<file path="src/rtl/card_dealer.sv">
// Card dealer: deck held as 13 per-rank counts; a deal searches upward from a free-running rank counter.
// Latency 1..13 cycles from accepted deal_req to card_valid; ready is low while searching and requests are dropped.
module card_dealer #(
    parameter int CARDS_PER_RANK = 4
) (
    input  logic       clock,
    input  logic       reset,
    input  logic       deal_req,
    input  logic       shuffle,
    output logic       ready,
    output logic [3:0] card,
    output logic       card_valid,
    output logic [5:0] cards_left,
    output logic       deck_empty,
    output logic       empty_err
);

    localparam int CW = $clog2(CARDS_PER_RANK + 1);
    localparam logic [CW-1:0] FULL_RANK = CW'(CARDS_PER_RANK);
    localparam logic [5:0] FULL_DECK = 6'(13 * CARDS_PER_RANK);

    typedef enum logic {
        IDLE,
        SCAN
    } state_t;

    state_t          state_q, state_d;
    logic [3:0]      rng_q, rng_d;
    logic [3:0]      ptr_q, ptr_d;
    logic [CW-1:0]   count_q [13];
    logic [CW-1:0]   count_d [13];
    logic [5:0]      left_q, left_d;
    logic [3:0]      card_q, card_d;
    logic            valid_q, valid_d;
    logic            err_q, err_d;
    logic [3:0]      idx;

    // ptr holds ranks 1..13; the count array is zero-based
    assign idx = ptr_q - 4'd1;

    always_comb begin
        state_d = state_q;
        ptr_d   = ptr_q;
        count_d = count_q;
        left_d  = left_q;
        card_d  = card_q;
        valid_d = 1'b0;
        err_d   = 1'b0;
        rng_d   = (rng_q == 4'd13) ? 4'd1 : rng_q + 4'd1;

        if (shuffle) begin
            for (int i = 0; i < 13; i++) begin
                count_d[i] = FULL_RANK;
            end
            left_d  = FULL_DECK;
            state_d = IDLE;
        end else begin
            case (state_q)
                IDLE: begin
                    if (deal_req) begin
                        if (left_q != 6'd0) begin
                            ptr_d   = rng_q;
                            state_d = SCAN;
                        end else begin
                            err_d = 1'b1;
                        end
                    end
                end
                SCAN: begin
                    if (count_q[idx] != '0) begin
                        count_d[idx] = count_q[idx] - CW'(1);
                        left_d       = left_q - 6'd1;
                        card_d       = ptr_q;
                        valid_d      = 1'b1;
                        state_d      = IDLE;
                    end else begin
                        // rank exhausted: try the next one, wrapping K back to A
                        ptr_d = (ptr_q == 4'd13) ? 4'd1 : ptr_q + 4'd1;
                    end
                end
                default: state_d = IDLE;
            endcase
        end
    end

    always_ff @(posedge clock) begin
        if (reset) begin
            state_q <= IDLE;
            rng_q   <= 4'd1;
            ptr_q   <= 4'd1;
            for (int i = 0; i < 13; i++) begin
                count_q[i] <= FULL_RANK;
            end
            left_q  <= FULL_DECK;
            card_q  <= 4'd0;
            valid_q <= 1'b0;
            err_q   <= 1'b0;
        end else begin
            state_q <= state_d;
            rng_q   <= rng_d;
            ptr_q   <= ptr_d;
            count_q <= count_d;
            left_q  <= left_d;
            card_q  <= card_d;
            valid_q <= valid_d;
            err_q   <= err_d;
        end
    end

    assign ready      = (state_q == IDLE);
    assign card       = card_q;
    assign card_valid = valid_q;
    assign cards_left = left_q;
    assign deck_empty = (left_q == 6'd0);
    assign empty_err  = err_q;

endmodule

</file>
<file path="config.mk">
export PLATFORM = sky130hd
export DESIGN_NAME = card_dealer
export DESIGN_NICKNAME = d
export VERILOG_FILES = /design/src/rtl/card_dealer.sv
export SDC_FILE = /design/constraint.sdc
export NUM_CORES = 1
export LEC_CHECK = 0
export ABC_CLOCK_PERIOD_IN_PS = 6550
export CELL_PAD_IN_SITES_DETAIL_PLACEMENT = 2
export CELL_PAD_IN_SITES_GLOBAL_PLACEMENT = 2
export CORE_MARGIN = 2
export CORE_UTILIZATION = 41
export DETAILED_ROUTE_END_ITERATION = 7
export MAX_ROUTING_LAYER = met4
export PLACE_DENSITY = 0.86
export SETUP_SLACK_MARGIN = 0.15
export SLEW_MARGIN = 0
export SYNTH_ARGS = -nofsm -noshare
export SYNTH_HDL_FRONTEND = slang
export SYNTH_SLANG_ARGS = --single-unit
</file>
<file path="constraint.sdc">
create_clock -name clock -period 6.55 [get_ports clock]
set_clock_uncertainty 0.15 [all_clocks]
set_input_delay 1.31 -clock clock [delete_from_list [all_inputs] [get_ports clock]]
set_output_delay 1.31 -clock clock [all_outputs]
set_load 0.02 [all_outputs]
</file>
* After elaboration in Yosys (flattened, before gate mapping)
Cells that the tools add are included.
** Word-level totals
- Register bits :: 60
- Input bits :: 4
- Output and inout port bits :: 14
** Operators by class
- Add/subtract/negate cells :: 5
- Magnitude comparators :: 2
- Equal/unequal tests :: 5
- Mux-type cells :: 17
- Bitwise logic cells :: 4
- Reduce and logical (&&, ||, !) cells :: 11
** Operators by type and width (number)
- $bwmux W39 :: 1
- $mux W4 :: 4
- $bmux W3 S4 :: 1
- $demux W3 S4 :: 1
- $mux W3 :: 3
- $add A4 B1 Y4 const B :: 2
- $eq A4 B4 Y1 const B :: 2
- $pmux W4 S2 :: 1
- $logic_not A6 Y1 :: 1
- $reduce_bool A6 Y1 :: 1
- $sub A6 B1 Y6 const B :: 1
- $ge A5 B5 Y1 const B :: 1
- $lt A5 B1 Y1 const B :: 1
- $mux W1 :: 5
- $not A4 Y5 :: 1
- $ne A2 B2 Y1 const B :: 2
- $reduce_and A4 Y1 :: 1
- $reduce_or A2 Y1 :: 2
- $reduce_or A4 Y1 :: 1
- $sub A4 B1 Y4 const B :: 1
- $not A1 Y1 :: 3
- $reduce_and A3 Y1 :: 1
- $reduce_bool A3 Y1 :: 1
- $reduce_or A3 Y1 :: 1
- other kinds (5) :: 5

* Longest topological paths before layout
- Word-level depth :: 8
- Depth in mapped cells :: 17
- Depth with buffers taken out :: 14

* Worst setup path after synthesis
Ideal clock, no wire load.
- Path type :: register to register
- Start point :: register ptr_q[0]
- End point :: register count_q[37] (netlist name)
- Library setup time :: 0.127 ns
- Arrival :: 3.571 ns
- Data required time :: 6.273 ns
- Setup slack :: 2.702 ns
- Stages on the path, launching flop included :: 17
- Period minus slack after synthesis :: 3.848 ns
- Cells stage by stage :: dfxtp_1 buf_6 buf_2 inv_1 ha_1 clkbuf_1 mux4_2 o21ai_0 a211o_1 ha_1 ha_1 nor2b_1 clkbuf_1 buf_2 nand4_1 nand3_1 o21ai_1
** Between the ends
- Word-level cells in the longest chain between the ends :: 7
- Elaborated cells on any way between the ends :: 14
- Classes of those cells :: add/sub: 2; order compare: 2; mux: 6; bitwise: 1; reduce/logical: 3
** RTL lines
- start, declared :: line 29 : logic [3:0] ptr_q, ptr_d;
- start signal, assigned :: line 101 : ptr_q <= ptr_d;
- $sub A4 B1 Y4 (*) :: line 39 : assign idx = ptr_q - 4'd1;
- $not A4 Y5 (implied by the code) (*) :: line 70, 71
- $bmux W3 S4, or another cell as far along :: line 70, 71
- $mux W3 (implied by the code) / $logic_and A1 B1 Y1 (equally long branches) :: line 70, 71
- $mux W3, on equally long branches :: line 70, 71
- $sub A3 B1 Y3, or another cell as far along :: line 71 : count_d[idx] = count_q[idx] - CW'(1);
- $bwmux W39 / $reduce_and A2 Y1 (equally long branches)
- end signal, assigned :: line 102 : count_q <= count_d;
- end, declared :: line 30 : logic [CW-1:0] count_q [13];
Mark *: on every way between the ends. The rest lies on a longest branch, timed or not. The select of a mux whose other input is x is not followed.
A chain may end at the register's enable or synchronous reset.

* Worst setup path after layout
- Start point :: register ptr_q[0]
- End point :: register count_q[28] (netlist name)
The elaborated chain is that of the path after synthesis.

==> report_table.html <==
<table>
<tr><th>Metric</th><th>Value</th></tr>
<tr><th colspan="2">Final layout</th></tr>
<tr><td>Share of final-layout standard cells stronger than drive strength 1</td><td>0.131</td></tr>
<tr><td>Final net count</td><td>348</td></tr>
<tr><td>Top library cells by usage in the layout, fill and taps aside</td><td>sky130_fd_sc_hd__dfxtp_1 (60), sky130_fd_sc_hd__nand2_1 (35), sky130_fd_sc_hd__mux2i_1 (32), sky130_fd_sc_hd__nor2_1 (28), sky130_fd_sc_hd__clkdlybuf4s50_1 (17)</td></tr>
<tr><td>Synth-to-Final Area Change</td><td>13.9%</td></tr>
<tr><td>Number of antenna diodes</td><td>0</td></tr>
<tr><td>Most common cell after layout, fill and taps aside</td><td>sky130_fd_sc_hd__dfxtp_1</td></tr>
<tr><td>Finished layout cell area</td><td>0.00347 mm²</td></tr>
<tr><th colspan="2">Placement</th></tr>
<tr><td>Post-placement cell area</td><td>0.00329 mm²</td></tr>
<tr><td>Post-DP HPWL</td><td>5.94 mm</td></tr>
<tr><td>Number of port buffers</td><td>17</td></tr>
<tr><td>Placer's final routability congestion estimate</td><td>0.780</td></tr>
<tr><th colspan="2">Clock tree</th></tr>
<tr><td>Maximum clock path buffer count</td><td>2</td></tr>
<tr><td>Root buf cell</td><td>sky130_fd_sc_hd__clkbuf_8</td></tr>
<tr><td>Setup repair bufs after CTS</td><td>0</td></tr>
<tr><td>Clock-pin slew on the worst setup and hold paths</td><td>0.07 ns</td></tr>
<tr><td>CTS tree</td><td>built</td></tr>
<tr><td>Number of buffers inserted during clock tree synthesis</td><td>9</td></tr>
<tr><td>Number of hold-repair buffers added at the cts stage</td><td>0</td></tr>
<tr><td>Total number of clock tree sinks</td><td>60</td></tr>
<tr><td>Post-cts gate resize count</td><td>0</td></tr>
<tr><td>H-tree lvl count</td><td>3</td></tr>
<tr><td>Later-pin clock latency in the skew report</td><td>0.34 ns</td></tr>
<tr><th colspan="2">GRT</th></tr>
<tr><td>Most Used Layer, Global Route</td><td>met2</td></tr>
<tr><td>Number of antenna violations at the first check in global routing</td><td>0</td></tr>
<tr><td>Maximum number of pins on one net before global-route repair</td><td>34</td></tr>
<tr><td>Global-route track usage on met1</td><td>0.252</td></tr>
<tr><td>Total global routing track utilization</td><td>0.228</td></tr>
<tr><td>Global-route wire length before repair</td><td>14.1 mm</td></tr>
<tr><td>Global routing usage on met2</td><td>0.397</td></tr>
<tr><td>Met3 routing resource usage after global routing</td><td>0.0486</td></tr>
<tr><td>Overflow left after global routing</td><td>0</td></tr>
<tr><td>Vias in the first global route</td><td>2701</td></tr>
<tr><th colspan="2">Drt</th></tr>
<tr><td>Detail Route Antenna Nets</td><td>0</td></tr>
<tr><td>Per-cell via count in the routed design</td><td>5.62</td></tr>
<tr><td>Drt pass-1 iters</td><td>4</td></tr>
<tr><td>Number of DRC markers in iteration 0</td><td>54</td></tr>
<tr><td>Wire length reported by the detailed router</td><td>8.37 mm</td></tr>
<tr><td>Number of vias after detailed routing</td><td>2441</td></tr>
<tr><td>DRC violations left</td><td>0</td></tr>
<tr><td>Final routed wire length divided by cell count</td><td>19.3 µm</td></tr>
<tr><th colspan="2">Min path</th></tr>
<tr><td>Hold path cells</td><td>2</td></tr>
<tr><td>Tightest Hold Check Type</td><td>flip-flop to flip-flop</td></tr>
<tr><td>Endpoint, Worst Hold</td><td>count_q[6]$_SDFFE_PP0P_</td></tr>
<tr><td>Startpoint of the lowest-slack hold path</td><td>count_q[6]$_SDFFE_PP0P_</td></tr>
<tr><th colspan="2">Worst setup path</th></tr>
<tr><td>Largest fanout on the critical path</td><td>23</td></tr>
<tr><td>Arr. time, crit path</td><td>4.32 ns</td></tr>
<tr><td>Worst Reg-to-Reg Cells</td><td>12</td></tr>
<tr><td>End of the worst register-to-register path</td><td>count_q[28]$_SDFFE_PP0P_</td></tr>
<tr><td>R2R setup slack</td><td>2.29 ns</td></tr>
<tr><td>Crit path capture type</td><td>flip-flop</td></tr>
<tr><td>Worst flop-to-flop path startpoint</td><td>ptr_q[0]$_SDFFE_PP1P_</td></tr>
<tr><td>Critical path startpoint category</td><td>flip-flop</td></tr>
<tr><td>Crit Path Class</td><td>flip-flop to flip-flop</td></tr>
<tr><td>Required time at the worst-slack endpoint</td><td>6.61 ns</td></tr>
<tr><th colspan="2">Floorplanning</th></tr>
<tr><td>Standard-cell rows</td><td>31</td></tr>
<tr><td>Area enclosed by the die boundary</td><td>0.00813 mm²</td></tr>
<tr><td>Core area</td><td>0.00721 mm²</td></tr>
<tr><td>Die Ht</td><td>90.2 µm</td></tr>
<tr><td>DIE WIDTH</td><td>90.2 µm</td></tr>
<tr><td>I/O pin cnt</td><td>18</td></tr>
<tr><td>Initial Utilization</td><td>0.422</td></tr>
<tr><th colspan="2">STA</th></tr>
<tr><td>Post-route clock period utilization</td><td>0.650</td></tr>
<tr><td>Max Clock Freq</td><td>235 MHz</td></tr>
<tr><td>Least-Margin Pin Slew</td><td>0.881 ns</td></tr>
<tr><td>Setup TNS</td><td>0 ns</td></tr>
<tr><td>Finish-stage setup viols</td><td>0</td></tr>
<tr><td>Worst slew margin</td><td>0.411</td></tr>
<tr><td>Final max-slew violation count</td><td>0</td></tr>
<tr><td>Number of endpoints with negative hold slack in the final report</td><td>0</td></tr>
<tr><td>Unrepaired setup endpoints after global routing</td><td>no</td></tr>
<tr><td>Clock period minus worst slack</td><td>4.26 ns</td></tr>
<tr><th colspan="2">Logic synthesis</th></tr>
<tr><td>Flip-flop and latch count after synthesis</td><td>60</td></tr>
<tr><td>Average cell area after synthesis</td><td>9.63 µm²</td></tr>
<tr><td>Number of enable-type register cells in the synthesized netlist</td><td>0</td></tr>
<tr><td>Proportion of synthesized chip area in sequential cells</td><td>0.395</td></tr>
<tr><td>Share of flip-flops with an asynchronous set or reset after synthesis</td><td>0</td></tr>
<tr><td>Flip-flop cell with the highest count after synthesis</td><td>sky130_fd_sc_hd__dfxtp_1</td></tr>
<tr><td>Instance count of the mapped netlist</td><td>316</td></tr>
<tr><td>Number of library cell types mapped by synthesis</td><td>49</td></tr>
<tr><td>Number of synthesis warnings</td><td>0</td></tr>
<tr><td>Synthesized netlist net count</td><td>334</td></tr>
<tr><td>Synth Cell Area</td><td>0.00304 mm²</td></tr>
<tr><th colspan="2">Pwr</th></tr>
<tr><td>Max IR drop VDD</td><td>0.0897 mV</td></tr>
<tr><td>Leakage</td><td>1.28 nW</td></tr>
<tr><td>Ratio of total power to cell area</td><td>231 mW/mm²</td></tr>
<tr><th colspan="2">Run</th></tr>
<tr><td>Max Cap Violations</td><td>0</td></tr>
<tr><th colspan="2">Run status</th></tr>
<tr><td>Result of the run</td><td>completed</td></tr>
</table>
kinds of logic (layout without fill, tap and decap cells):
kind of cell,after synthesis,in the layout,share of synthesized area
buffers and inverters,27,46,0.0378
AO/OA/AOI/OAI,50,50,0.110
XOR/XNOR,5,5,0.0144
adder cells (fa/ha/maj),14,14,0.0575
flip-flops,60,60,0.395
multiplexers,41,41,0.173
AND/OR/NAND/NOR,119,119,0.213
registers in the layout, summed over array words and instances, names as in the netlist:
name        flops
card            4
ptr_q           4
card_valid      1
cards_left      6
rng_q           4
empty_err       1
count_q        39
state_q         1
synthesized netlist by cell type (2+ instances only):
cell type	number	area, µm²
sky130_fd_sc_hd__dfxtp_1	60	1200
sky130_fd_sc_hd__nand2_1	35	131
sky130_fd_sc_hd__mux2i_1	32	320
sky130_fd_sc_hd__nor2_1	29	109
sky130_fd_sc_hd__ha_1	14	175
sky130_fd_sc_hd__o21ai_0	12	60.1
sky130_fd_sc_hd__clkbuf_1	11	41.3
sky130_fd_sc_hd__nand3_1	11	55.1
sky130_fd_sc_hd__inv_1	10	37.5
sky130_fd_sc_hd__a21oi_1	9	45.0
sky130_fd_sc_hd__mux4_2	8	180
sky130_fd_sc_hd__nand2b_1	6	37.5
sky130_fd_sc_hd__o21ai_1	6	30.0
sky130_fd_sc_hd__buf_2	5	25.0
sky130_fd_sc_hd__nand4_1	5	31.3
sky130_fd_sc_hd__nor2b_1	5	31.3
sky130_fd_sc_hd__a31oi_1	4	25.0
sky130_fd_sc_hd__nand3_4	4	70.1
sky130_fd_sc_hd__nor2_4	4	45.0
sky130_fd_sc_hd__xnor2_1	4	35.0
sky130_fd_sc_hd__a211o_1	3	26.3
sky130_fd_sc_hd__a211oi_1	3	22.5
sky130_fd_sc_hd__and3_1	3	18.8
sky130_fd_sc_hd__nor3_1	3	15.0
sky130_fd_sc_hd__a22o_1	2	17.5
sky130_fd_sc_hd__and2_1	2	12.5
sky130_fd_sc_hd__nand2_2	2	12.5
sky130_fd_sc_hd__nor4_1	2	12.5
sky130_fd_sc_hd__or2_2	2	12.5
worst max path at each step:
stage	start	to	slack [ns]	cells past startpoint
2_1_floorplan	ptr_q[0]$_SDFFE_PP1P_	count_q[37]$_SDFFE_PP0P_	2.70	16
3_3_place_gp	ptr_q[0]$_SDFFE_PP1P_	count_q[1]$_SDFFE_PP0P_	2.51	12
3_5_place_dp	ptr_q[0]$_SDFFE_PP1P_	count_q[28]$_SDFFE_PP0P_	2.22	12
4_1_cts	ptr_q[0]$_SDFFE_PP1P_	count_q[28]$_SDFFE_PP0P_	2.19	12
5_1_grt	ptr_q[0]$_SDFFE_PP1P_	count_q[1]$_SDFFE_PP0P_	1.91	13
6_report	ptr_q[0]$_SDFFE_PP1P_	count_q[28]$_SDFFE_PP0P_	2.29	12
where the power goes:
group          switching (mW)  internal (mW)  total, mW  leakage (nW)
Combinational          0.0688         0.0381      0.107         0.696
Sequential            0.00959          0.371      0.380         0.486
Clock                   0.145          0.168      0.313        0.0937
Total                   0.223          0.577      0.801          1.28
metrics by stage:
step | total power, mW | std cells | setup slack, ns | util | hold slack [ns]
after global placement | 0.489 | 418 | 2.51 | 0.455 | 0.289
after floorplan | 0.464 | 316 | 2.70 | - | 0.265
after CTS | 0.809 | 434 | 2.19 | 0.481 | 0.316
after global routing | 0.836 | 434 | 1.91 | 0.481 | 0.335
final | 0.801 | 434 | 2.29 | 0.481 | 0.310
after detailed placement | 0.496 | 418 | 2.22 | 0.455 | 0.306
routing by layer:
layer,part of all wire,vias up
met5,0,-
met4,0.026,0
met3,0.029,24
met2,0.52,51
met1,0.43,1226
li1,-,1140
worst max-delay path, stage by stage, from the launching register on:
cell	delay, ns
sky130_fd_sc_hd__dfxtp_1	0.32
sky130_fd_sc_hd__buf_4	0.31
sky130_fd_sc_hd__inv_1	0.17
sky130_fd_sc_hd__ha_1	0.63
sky130_fd_sc_hd__mux4_2	0.34
sky130_fd_sc_hd__o21ai_0	0.09
sky130_fd_sc_hd__a211o_1	0.32
sky130_fd_sc_hd__ha_1	0.18
sky130_fd_sc_hd__ha_1	0.23
sky130_fd_sc_hd__nor2b_1	0.69
sky130_fd_sc_hd__nand4_1	0.39
sky130_fd_sc_hd__nand3_1	0.21
sky130_fd_sc_hd__o21ai_0	0.10
area by class of cell:
type,instances,area (µm²)
clock buffer,15,176
clock inverter,1,5.00
tap,99,124
fill,783,3750
multi-input combinational,229,1730
sequential,60,1200
inverter,10,37.5
timing repair buffer,20,193
Note: power is estimated with default switching activity, not from simulation.
